--- config.mk ---
export PLATFORM = sky130hd
export DESIGN_NAME = hello_world_vec
export DESIGN_NICKNAME = d
export VERILOG_FILES = /design/src/rtl/hello_world_vec.sv
export SDC_FILE = /design/constraint.sdc
export NUM_CORES = 1
export LEC_CHECK = 0
export CAP_MARGIN = 20
export CORE_UTILIZATION = 51
export DETAILED_ROUTE_END_ITERATION = 6
export PLACE_DENSITY_LB_ADDON = 0.15
export SYNTH_ARGS = -nofsm -noshare
export SYNTH_HDL_FRONTEND = slang
export SYNTH_SLANG_ARGS = --single-unit
export TNS_END_PERCENT = 5
--- constraint.sdc ---
create_clock -name ap_clk -period 3.15 [get_ports ap_clk]
set_clock_uncertainty 0.05 [all_clocks]
set_input_delay 0.63 -clock ap_clk [delete_from_list [all_inputs] [get_ports ap_clk]]
set_output_delay 0.63 -clock ap_clk [all_outputs]
set_load 0.02 [all_outputs]
--- src/rtl/hello_world_vec.sv ---
// Multi-lane hello_world: per-lane increment or running accumulate under an
// ap_ctrl_hs handshake, with a result LATENCY cycles after acceptance.
module hello_world_vec #(
   parameter int WIDTH   = 32,
   parameter int LANES   = 4,
   parameter int INCR    = 1,
   parameter int LATENCY = 2
) (
   input  logic                   ap_clk,
   input  logic                   ap_rst_n,
   input  logic                   ap_start,
   input  logic                   mode,
   input  logic                   clr_acc,
   input  logic [LANES*WIDTH-1:0] a,
   output logic                   ap_ready,
   output logic                   ap_done,
   output logic                   ap_idle,
   output logic [LANES*WIDTH-1:0] b,
   output logic                   b_ap_vld
);

   localparam int              CNT_W    = (LATENCY > 1) ? $clog2(LATENCY) : 1;
   localparam logic [CNT_W-1:0] CNT_LOAD = CNT_W'(LATENCY - 1);
   localparam logic [WIDTH-1:0] INCR_W   = WIDTH'(INCR);

   typedef enum logic [1:0] {
      S_IDLE,
      S_BUSY,
      S_DONE
   } state_t;

   state_t                   state_q;
   logic [CNT_W-1:0]         cnt_q;
   logic [LANES*WIDTH-1:0]   a_q;
   logic                     mode_q;
   logic                     ready_q;
   logic                     done_q;
   logic                     finish;

   // The last BUSY cycle: the edge that ends it enters DONE and updates b/acc.
   assign finish = (state_q == S_BUSY) && (cnt_q == '0);

   always_ff @(posedge ap_clk or negedge ap_rst_n) begin
      if (!ap_rst_n) begin
         state_q <= S_IDLE;
         cnt_q   <= '0;
         a_q     <= '0;
         mode_q  <= 1'b0;
         ready_q <= 1'b0;
         done_q  <= 1'b0;
      end else begin
         ready_q <= 1'b0;
         done_q  <= 1'b0;
         case (state_q)
            S_IDLE, S_DONE: begin
               if (ap_start) begin
                  a_q     <= a;
                  mode_q  <= mode;
                  cnt_q   <= CNT_LOAD;
                  ready_q <= 1'b1;
                  state_q <= S_BUSY;
               end else begin
                  state_q <= S_IDLE;
               end
            end
            S_BUSY: begin
               if (cnt_q != '0) begin
                  cnt_q <= cnt_q - CNT_W'(1);
               end else begin
                  done_q  <= 1'b1;
                  state_q <= S_DONE;
               end
            end
            default: state_q <= S_IDLE;
         endcase
      end
   end

   genvar gi;
   generate
      for (gi = 0; gi < LANES; gi++) begin : g_lane
         logic [WIDTH-1:0] a_lane;
         logic [WIDTH-1:0] sum;
         logic [WIDTH-1:0] acc_q;
         logic [WIDTH-1:0] b_lane_q;

         assign a_lane = a_q[gi*WIDTH +: WIDTH];
         assign sum    = mode_q ? (acc_q + a_lane) : (a_lane + INCR_W);

         // Clear has priority over the accumulate write-back on the same edge.
         always_ff @(posedge ap_clk or negedge ap_rst_n) begin
            if (!ap_rst_n) begin
               acc_q    <= '0;
               b_lane_q <= '0;
            end else begin
               if (finish) begin
                  b_lane_q <= sum;
               end
               if (clr_acc) begin
                  acc_q <= '0;
               end else if (finish && mode_q) begin
                  acc_q <= sum;
               end
            end
         end

         assign b[gi*WIDTH +: WIDTH] = b_lane_q;
      end
   endgenerate

   assign ap_ready = ready_q;
   assign ap_done  = done_q;
   assign b_ap_vld = done_q;
   assign ap_idle  = (state_q == S_IDLE);

endmodule

==> flow_metrics.tcl, run 1 <==
set metrics [dict create \
    gp_congestion 0.914 \
    cts_made_buffers 42 \
    power.total_mw 29.7 \
    synth_edf_count 0 \
    grt_max_degree 98 \
    setup_viol 29 \
    rsz0062_at_grt "true" \
    critical_path_class "flop to flop" \
    area_growth_pct 35.5 \
    path_cells "buf_12 -> and2_4 -> fa_2 -> a21o_1 -> a21oi_4 -> o21bai_4 -> a221o_1 -> a41o_1 -> a31o_1 -> a221oi_4 -> or4b_1 -> nand3_1" \
    power.density_nw_per_um2 1020 \
    fp.dieArea_um2 42900 \
    max_freq_ghz 0.304 \
    synth_nets 2342 \
    status "complete, but fails checks" \
    ir_worst_vdd_v 0.000639 \
    crit_path_start_kind "flop" \
    ys.flop_type "dfrtp_1" \
    leakagePower_nw 13.8 \
    hold_viol 0 \
    clkTransAtPathRegs_ns 0.06 \
    ios 265 \
    antenna_found_initial 2 \
    max_slew_margin_pct 47.5 \
    place_hpwl_um 39900 \
    grt_pass1_vias 18200 \
    route.vias.total 17500 \
    drt_iter0_drc 841 \
    min_period_ns 3.29 \
    violations "setup timing" \
    syn_area_um2 21500 \
    cts_tree "done" \
    die_h_um 207 \
    setup_slack_ns -0.135 \
    tns_ns -1.33 \
    cp.arrival_ns 3.69 \
    h-tree-depth 2 \
    synthArstFlopShare_pct 100 \
    report.final.slew_viol_count 0 \
    cts_buffer_depth 3 \
    core_um2 41200 \
    ys_types 75 \
    post_dp_cell_area_um2 26100 \
    max_cap_violations 0 \
    cp-end-kind "flop" \
    grt_pass1_wl_um 95200 \
    ant_nets 0 \
    cp_data_required_time_ns 3.56 \
    route.detailed.drc 0 \
    post-place-ws_ns -0.336 \
    slowest_delay_ns 0.56 \
    yosysSeqAreaShare_pct 45.5 \
    wl_um 58700 \
    wl_per_cell_um 19.0 \
    syn_area_per_cell_um2 10.3 \
    yosysWarnings 0 \
    path_max_fanout 6 \
    portBuffers 264 \
    worst_slew_pin_slew_ns 0.788 \
    grt_usage_pct 27.4 \
    overflow 0 \
    start_util_pct 52.1 \
    die_w_um 207 \
    cp_slowest_cell "dfrtp_4" \
    synthMuxAreaShare_pct 8.63 \
    synth-xor-area-share_pct 4.80 \
    drive_above_1_share_pct 26.5 \
    synth_compound_area_share_pct 17.3 \
    fin_nets 2780 \
    hold_path.class "flop to flop" \
    ys_ff_latch 390 \
    fin_crit_sh_pct 104 \
    cts_root_buffer "clkbuf_16" \
    first_pass_iters 5 \
    synthSimpleGateAreaFrac_pct 13.7 \
    synthAdderAreaFrac_pct 7.60 \
    cts.sinks 390 \
    rows 74 \
    synth_top_family_by_area "compound AO/OA/AOI/OAI gates" \
    vias_per_cell 5.69 \
    clkLatencyLatePin_ns 0.58 \
    synth_cells 2081 \
    final_area_um2 29100 \
]
placed cells by master, fill, tap and decap left out, types with 29 or more instances in the layout:
cell             count
nand2_1            332
a21o_1              84
xnor2_1             58
o21ai_0             50
inv_1               29
nor2_1              58
a21oi_1             70
ha_1                80
clkbuf_16           45
dfrtp_1            389
and2_1             108
mux2_2             159
buf_4              216
a22o_1             110
ha_4                38
clkdlybuf4s50_1    263
xor2_1              44
path summary, 6_finish.rpt:
check,startpoint,endpoint,slack (ns),cells after the start
setup / recovery,mode_q,g_lane[3].b_lane_q[28],-0.14,12
hold / removal,g_lane[3].b_lane_q[10],g_lane[3].b_lane_q[10],0.42,2
setup reg to reg,mode_q,g_lane[3].b_lane_q[28],-0.14,12
hold reg to reg,g_lane[3].b_lane_q[10],g_lane[3].b_lane_q[10],0.42,2
max in group asynchronous,ap_rst_n,g_lane[2].acc_q[15],1.61,4
min in group asynchronous,ap_rst_n,a_q[17],0.57,2
layer usage:
layer / up-vias / share of wire [%] / GRT usage [%]
met1: 8755 / 44 / 36.2
li1: 8256 / - / -
met4: 2 / 2.8 / 9.08
met3: 112 / 4.9 / 4.32
met5: - / 0.019 / 0
met2: 406 / 48 / 45.9
power breakdown:
group,internal [mW],total (mW),switching [mW]
sequential,7.10,8.75,1.65
clock,3.07,5.12,2.06
combinational,7.61,15.9,8.24
state kept, by name, summed over array words and instances (netlist names):
register,flops
state_q,2
a_q,128
mode_q,1
g_lane.acc_q,128
ap_ready,1
cnt_q,1
g_lane.b_lane_q,128
ap_done,1
Yosys cell counts (all sizes together) (6+ instances only):
| cell type | number | area share, % |
|---|---|---|
| dfrtp | 390 | 45 |
| nand2 | 335 | 5.9 |
| mux2 | 161 | 8.4 |
| and2 | 125 | 3.6 |
| ha | 124 | 7.2 |
| a22o | 110 | 4.5 |
| a21oi | 106 | 2.6 |
| clkbuf | 98 | 1.7 |
| a21o | 85 | 3.0 |
| o21ai | 80 | 1.9 |
| xnor2 | 67 | 2.7 |
| nor2 | 63 | 1.1 |
| xor2 | 48 | 2.0 |
| inv | 30 | 0.52 |
| nand4 | 28 | 0.82 |
| o21bai | 23 | 0.80 |
| nand3 | 22 | 0.51 |
| a211oi | 17 | 0.64 |
| a31oi | 14 | 0.48 |
| buf | 12 | 0.23 |
| nand2b | 12 | 0.35 |
| o21a | 11 | 0.39 |
| o31ai | 9 | 0.36 |
| and3 | 8 | 0.23 |
| nor2b | 8 | 0.23 |
| nor3 | 8 | 0.19 |
| a221oi | 6 | 0.44 |
through the flow:
step                utilization, %  hold slack (ns)  std cells
floorplan                        -            0.284       2081
global placement              63.4            0.407       2975
detailed placement            63.4            0.411       2975
CTS                           69.5            0.426       3073
global route                  70.6            0.448       3080
finish                        70.6            0.422       3081
critical path, delay by kind of cell, from the launching register on:
| kind | cells | cell delay, ns |
|---|---|---|
| AOI/OAI and AO/OA | 7 | 1.64 |
| DFF | 1 | 0.56 |
| and+or+nand+nor | 3 | 0.37 |
| adders and majority gates | 1 | 0.36 |
| buffers and inverters | 1 | 0.18 |
area by class of cell:
type / count / area, um2
well taps: 532 / 666
multi-input cells: 1551 / 12500
clock buffers: 60 / 1280
diodes: 1 / 2.50
fillers: 3003 / 12100
flip-flops and latches: 390 / 9760
repair buffers: 504 / 4660
inverters: 30 / 115
clock inverters: 13 / 148
cell families (layout without fill, tap and decap cells):
logic type,count (synthesis),count (layout)
flops,390,390
compound gates,511,511
other cells,0,1
fa+ha+maj,128,128
mux,165,165
buf+inv,140,607
simple gates,631,631
xor+xnor,116,116
timing repair:
item	in CTS	in global routing
hold buffers	1	0
endpoints found under the setup margin	90	127
buffers inserted	23	9
gates cloned	1	0
pin swaps	85	47
endpoints found under the hold margin	34	0
gates resized for setup	144	84
(Power assumes the default switching activity.)
==> run 2: changes to the inputs <==
- CORE_UTILIZATION: 51 -> 45
- SLEW_MARGIN: unset -> 0
==> flow_metrics.tcl, run 2 (synthesized netlist as in run 1, its figures left out) <==
set metrics [dict create \
    critical_path_class "flop to flop" \
    ios 265 \
    cts_buffer_depth 3 \
    worst_slew_pin_slew_ns 0.769 \
    max_slew_margin_pct 48.7 \
    clkLatencyLatePin_ns 0.58 \
    grt_max_degree 121 \
    post_dp_cell_area_um2 26400 \
    violations "DRC, setup timing" \
    start_util_pct 45.8 \
    drive_above_1_share_pct 24.9 \
    min_to "g_lane[0].b_lane_q[7]" \
    rsz0062_at_grt "true" \
    slowest_delay_ns 0.50 \
    antenna_found_initial 2 \
    mostFrequentLayoutCell "dfrtp_1" \
    place_inst 3076 \
    final_area_um2 28900 \
    report.final.slew_viol_count 0 \
    route.detailed.drc 38 \
    crit_path_start_kind "flop" \
    die_h_um 220 \
    fp.dieArea_um2 48600 \
    min_period_ns 3.36 \
    min_from "g_lane[0].b_lane_q[7]" \
    area_growth_pct 34.6 \
    leakagePower_nw 13.8 \
    status "complete, but fails checks" \
    crit_path_frequent_cell "buf_12" \
    cts.sinks 390 \
    wl_um 58500 \
    cp_slowest_cell "dfrtp_4" \
    layout_common_cells "dfrtp_1, nand2_1, clkdlybuf4s50_1" \
    drt_iter0_drc 935 \
    route.vias.total 17300 \
    cp.arrival_ns 3.77 \
    portBuffers 264 \
    grt_pass1_wl_um 93800 \
    fin_cells 3162 \
    first_pass_iters 7 \
    max_freq_ghz 0.297 \
    cts_tree "done" \
    setup_slack_ns -0.212 \
    top_regs "a_q x128, g_lane.acc_q x128, g_lane.b_lane_q x128" \
    h-tree-depth 2 \
    r2r_slack_ns -0.21 \
    hold_viol 0 \
    max_cap_violations 0 \
    setup_viol 44 \
    power.density_nw_per_um2 1020 \
    vias_per_cell 5.47 \
    hold_ws_ns 0.422 \
    core_um2 46900 \
    path_cells "buf_12 -> buf_12 -> and2_1 -> ha_4 -> a21oi_1 -> o221ai_1 -> o21bai_2 -> a221o_1 -> a41o_1 -> a31o_1 -> a221oi_4 -> or4b_1 -> nand3_1" \
    cp_data_required_time_ns 3.55 \
    clkTransAtPathRegs_ns 0.06 \
    tns_ns -3.07 \
    fin_crit_sh_pct 107 \
    grt_pass1_vias 18000 \
    cts_made_buffers 42 \
    ir_worst_vdd_v 0.000582 \
    place_hpwl_um 39800 \
    hold_path.class "flop to flop" \
    cts_root_buffer "clkbuf_16" \
    fin_nets 2786 \
    overflow 0 \
    cp-end-kind "flop" \
    timing.rr.end "g_lane[3].acc_q[28]" \
    gp_congestion 0.913 \
    rows 79 \
    ant_nets 0 \
    r2r_cells 13 \
    wl_per_cell_um 18.5 \
    r2r-start "mode_q" \
    die_w_um 220 \
    grt_usage_pct 24.2 \
    worstHoldPathCells 2 \
    path_max_fanout 30 \
]
==> run 2: final cells by class <==
cell class / count / area [um2]
fill: 3898 / 17900
multi-input combinational: 1551 / 12100
sequential: 390 / 9760
timing repair buffer: 510 / 4670
clock buffer: 58 / 1210
tap: 607 / 759
clock inverter: 15 / 249
inverter: 30 / 115
antenna: 1 / 2.50
==> run 2: stage by stage <==
stage,utilization (%),setup slack [ns],power (mW)
final,61.7,-0.212,29.5
after global routing,61.7,-0.351,31.5
after CTS,60.4,-0.185,29.1
after detailed placement,56.3,-0.313,23.3
after global placement,56.3,-0.237,23.0
after floorplan,-,-0.0266,17.1
==> run 2: per-layer routing <==
layer | vias up | share of wire [%] | GRT usage [%]
li1 | 8288 | - | -
met1 | 8570 | 47 | 33.4
met2 | 373 | 46 | 39.5
met3 | 77 | 4.3 | 3.42
met4 | 2 | 2.2 | 6.90
met5 | - | 0.022 | 0
==> run 2: what timing repair did <==
| item | CTS | global route |
|---|---|---|
| pin swaps | 24 | 47 |
| endpoints found under the setup margin | 100 | 131 |
| gates resized for setup | 53 | 105 |
| endpoints found under the hold margin | 23 | 0 |
| setup buffers | 6 | 5 |
| hold buffers | 1 | 0 |
==> run 2: power by group <==
group | total [mW] | switching [mW] | internal, mW
clock | 5.26 | 2.08 | 3.18
sequential | 8.64 | 1.55 | 7.10
combinational | 15.6 | 8.17 | 7.47
==> run 2: worst max-delay path by stage <==
| stage | start | endpoint | slack, ns | cells after the start |
|---|---|---|---|---|
| floorplan | mode_q | g_lane[0].b_lane_q[31] | -0.03 | 13 |
| global placement | mode_q | g_lane[3].acc_q[28] | -0.24 | 12 |
| detailed placement | mode_q | g_lane[1].b_lane_q[23] | -0.31 | 12 |
| CTS | mode_q | g_lane[0].b_lane_q[31] | -0.18 | 14 |
| global route | mode_q | g_lane[3].b_lane_q[28] | -0.35 | 13 |
| finish | mode_q | g_lane[3].acc_q[28] | -0.21 | 13 |
==> run 2: critical path: cells and delay by family, from the launching register on <==
kind | cells | cell delay, ns
buffers and inverters | 2 | 0.33
AO/OA/AOI/OAI | 7 | 1.72
flip-flops | 1 | 0.50
adder cells (fa/ha/maj) | 1 | 0.23
AND/OR/NAND/NOR | 3 | 0.39
==> run 3: changes to the inputs <==
--- a/config.mk
+++ b/config.mk
@@ -6,5 +6,7 @@
 export NUM_CORES = 1
 export LEC_CHECK = 0
+export ABC_AREA = 1
 export CAP_MARGIN = 20
+export CORE_MARGIN = 2
 export CORE_UTILIZATION = 45
 export DETAILED_ROUTE_END_ITERATION = 6
--- a/constraint.sdc
+++ b/constraint.sdc
@@ -3,3 +3,3 @@
 set_input_delay 0.63 -clock ap_clk [delete_from_list [all_inputs] [get_ports ap_clk]]
 set_output_delay 0.63 -clock ap_clk [all_outputs]
-set_load 0.02 [all_outputs]
+set_load 0.1 [all_outputs]
==> flow_metrics.tcl, run 3 <==
set metrics [dict create \
    min_from "g_lane[2].acc_q[31]" \
    grt_max_degree 132 \
    fin_nets 4247 \
    leakagePower_nw 17.9 \
    crit_path_frequent_cell "nand2_1" \
    gp_congestion 0.966 \
    tns_ns 0 \
    antenna_cells 0 \
    ys_types 30 \
    cp_slowest_cell "dfrtp_4" \
    ir_worst_vdd_v 0.000984 \
    cp_data_required_time_ns 3.56 \
    synth_top_family_by_area "simple AND/OR/NAND/NOR gates" \
    start_util_pct 45.7 \
    critical_path_class "flop to flop" \
    synth_edf_count 0 \
    worstHoldPathCells 2 \
    overflow 0 \
    mostFrequentLayoutCell "nand2_1" \
    synthSimpleGateAreaFrac_pct 37.0 \
    yosysSeqAreaShare_pct 39.6 \
    r2r-start "mode_q" \
    seq_power_share_pct 28.1 \
    worst_slew_pin_slew_ns 0.793 \
    area_growth_pct 19.5 \
    fp.dieArea_um2 56600 \
    die_w_um 238 \
    cp.arrival_ns 3.21 \
    hold_path.class "flop to flop" \
    cp-end-kind "flop" \
    grt_pass1_wl_um 116000 \
    portBuffers 264 \
    status "finished, final reports clean" \
    pwr-share-comb_pct 52.2 \
    grt_pass1_vias 22300 \
    power.total_mw 29.3 \
    syn_area_per_cell_um2 6.58 \
    ios 265 \
    yosys.area.top_type_share_pct 39.6 \
    max_cap_violations 0 \
    vias_per_cell 4.83 \
    pwr-share-clk_pct 19.7 \
    first_pass_iters 7 \
    synth_compound_area_share_pct 4.17 \
    synth-xor-area-share_pct 2.17 \
    drive_above_1_share_pct 6.24 \
    core_um2 53900 \
    synthTopCellsByArea "dfrtp_1, nand2_1, inv_1, ha_1, nand3_1" \
    max_freq_ghz 0.358 \
    route.vias.total 22800 \
    path_cells "buf_4 -> nand2_1 -> inv_1 -> ha_1 -> nand2_1 -> nor2_1 -> nand3_1 -> nand3_1 -> nand2_1 -> nand3_1 -> nand2_1 -> nand3_1 -> nand2_1" \
    p_sw_share_pct 51.4 \
    synth_cells 3740 \
    wl_per_cell_um 15.1 \
    rows 85 \
    layout_common_cells "nand2_1, inv_1, dfrtp_1" \
    holdBufCountCts 1 \
    cts_buffer_depth 3 \
    grt_usage_pct 25.5 \
    switchingPower_mw 15.1 \
    synthArstFlopShare_pct 100 \
    r2r_cells 13 \
    crit_path_start_kind "flop" \
    report.final.slew_viol_count 0 \
    h-tree-depth 2 \
    cts_made_buffers 45 \
    ys_ff_latch 390 \
    startpoint "mode_q" \
    yosys-top-cells-count "nand2_1, inv_1, dfrtp_1" \
    cts-resized-gates 0 \
    wl_um 71200 \
    cts_tree "done" \
    hold_viol 0 \
    drt_iter0_drc 1424 \
    setup_viol 0 \
    power.density_nw_per_um2 995 \
    cts_setup_buffers 0 \
    place_hpwl_um 52300 \
    rsz0062_at_grt "false" \
    clkTransAtPathRegs_ns 0.06 \
    ys.flop_type "dfrtp_1" \
    ant_nets 0 \
    synth_nets 4001 \
    synthAdderAreaFrac_pct 6.63 \
    path_max_fanout 26 \
    synthMuxAreaShare_pct 0 \
    r2r_slack_ns 0.36 \
    syn_area_um2 24600 \
    yosysWarnings 0 \
    p_int_mw 14.2 \
    clkLatencyLatePin_ns 0.58 \
    fin_crit_sh_pct 88.7 \
    route.detailed.drc 0 \
    die_h_um 238 \
    synth_top_area_cell "dfrtp_1" \
    min_period_ns 2.79 \
    slowest_delay_ns 0.61 \
    cts.sinks 390 \
    max_slew_margin_pct 47.1 \
    timing.rr.end "g_lane[2].b_lane_q[25]" \
    min_to "g_lane[2].acc_q[31]" \
    antenna_found_initial 1 \
    yosysMostFrequentCell "nand2_1" \
    cts_root_buffer "clkbuf_16" \
    top_regs "a_q x128, g_lane.acc_q x128, g_lane.b_lane_q x128" \
]
-- run 3: cell count changes after synthesis, sizes merged, moves of 23 or more --
| cell | previous run | this run |
|---|---|---|
| nor2 | 63 | 158 |
| nand3 | 22 | 246 |
| a22o | 110 | 9 |
| xnor2 | 67 | 36 |
| xor2 | 48 | 25 |
| nand2 | 335 | 1849 |
| a21oi | 106 | 81 |
| and2 | 125 | 4 |
| mux2 | 161 | 0 |
| buf | 12 | 47 |
| inv | 30 | 574 |
| clkbuf | 98 | 49 |
| a21o | 85 | 4 |
-- run 3: final cells by class --
type                            instances  area (um2)
Sequential cell                       390        9760
Timing Repair Buffer                  295        2700
Inverter                              574        2160
Fill cell                            5444       24500
Multi-Input combinational cell       2680       12300
Tap cell                              696         871
Clock inverter                         20         315
Clock buffer                           64        1320
-- run 3: critical path, delay by kind of cell (launching register included) --
family        cells  cell delay, ns
buf+inv           2            0.34
flops             1            0.61
simple gates     10            1.32
fa+ha+maj         1            0.35
-- run 3: routing by layer --
metal / vias up / track usage, % / wire (um)
li1: 11800 / - / -
met1: 10400 / 35.7 / 34200
met2: 506 / 41.3 / 31500
met3: 93 / 4.08 / 3900
met4: 2 / 6.58 / 1530
met5: - / 0 / 16
-- run 3: power groups by stage --
| stage | Clock (mW) | Combinational, mW | Sequential [mW] |
|---|---|---|---|
| after floorplan | 0 | 6.50 | 12.9 |
| after global placement | 0 | 15.2 | 8.29 |
| after detailed placement | 0 | 15.3 | 8.26 |
| after CTS | 5.91 | 15.4 | 8.23 |
| after global routing | 6.09 | 16.6 | 8.45 |
| final | 5.77 | 15.3 | 8.23 |
-- run 3: how the worst max path moves through the flow --
stage                                        end  slack (ns)  cells after the start
after floorplan           g_lane[2].b_lane_q[28]        0.62                     13
after detailed placement  g_lane[2].b_lane_q[25]        0.44                     13
after global routing      g_lane[3].b_lane_q[27]        0.14                     13
after CTS                 g_lane[3].b_lane_q[23]        0.43                     14
after global placement    g_lane[2].b_lane_q[17]        0.45                     13
final                     g_lane[2].b_lane_q[25]        0.36                     13
-- run 3: cells by family after synthesis --
group | Yosys count
xor+xnor | 61
fa+ha+maj | 128
buf+inv | 670
compound gates | 190
flops | 390
simple gates | 2301
-- run 3: per-stage QoR --
step	setup WS [ns]	instances	util [%]	hold WS, ns	instance area (um2)
5_1_grt	0.141	4719	54.6	0.443	29400
4_1_cts	0.427	4719	54.6	0.431	29400
2_1_floorplan	0.621	3740	-	0.284	24600
6_report	0.357	4719	54.6	0.428	29400
3_3_place_gp	0.447	4634	51.5	0.409	27800
3_5_place_dp	0.439	4634	51.5	0.415	27800
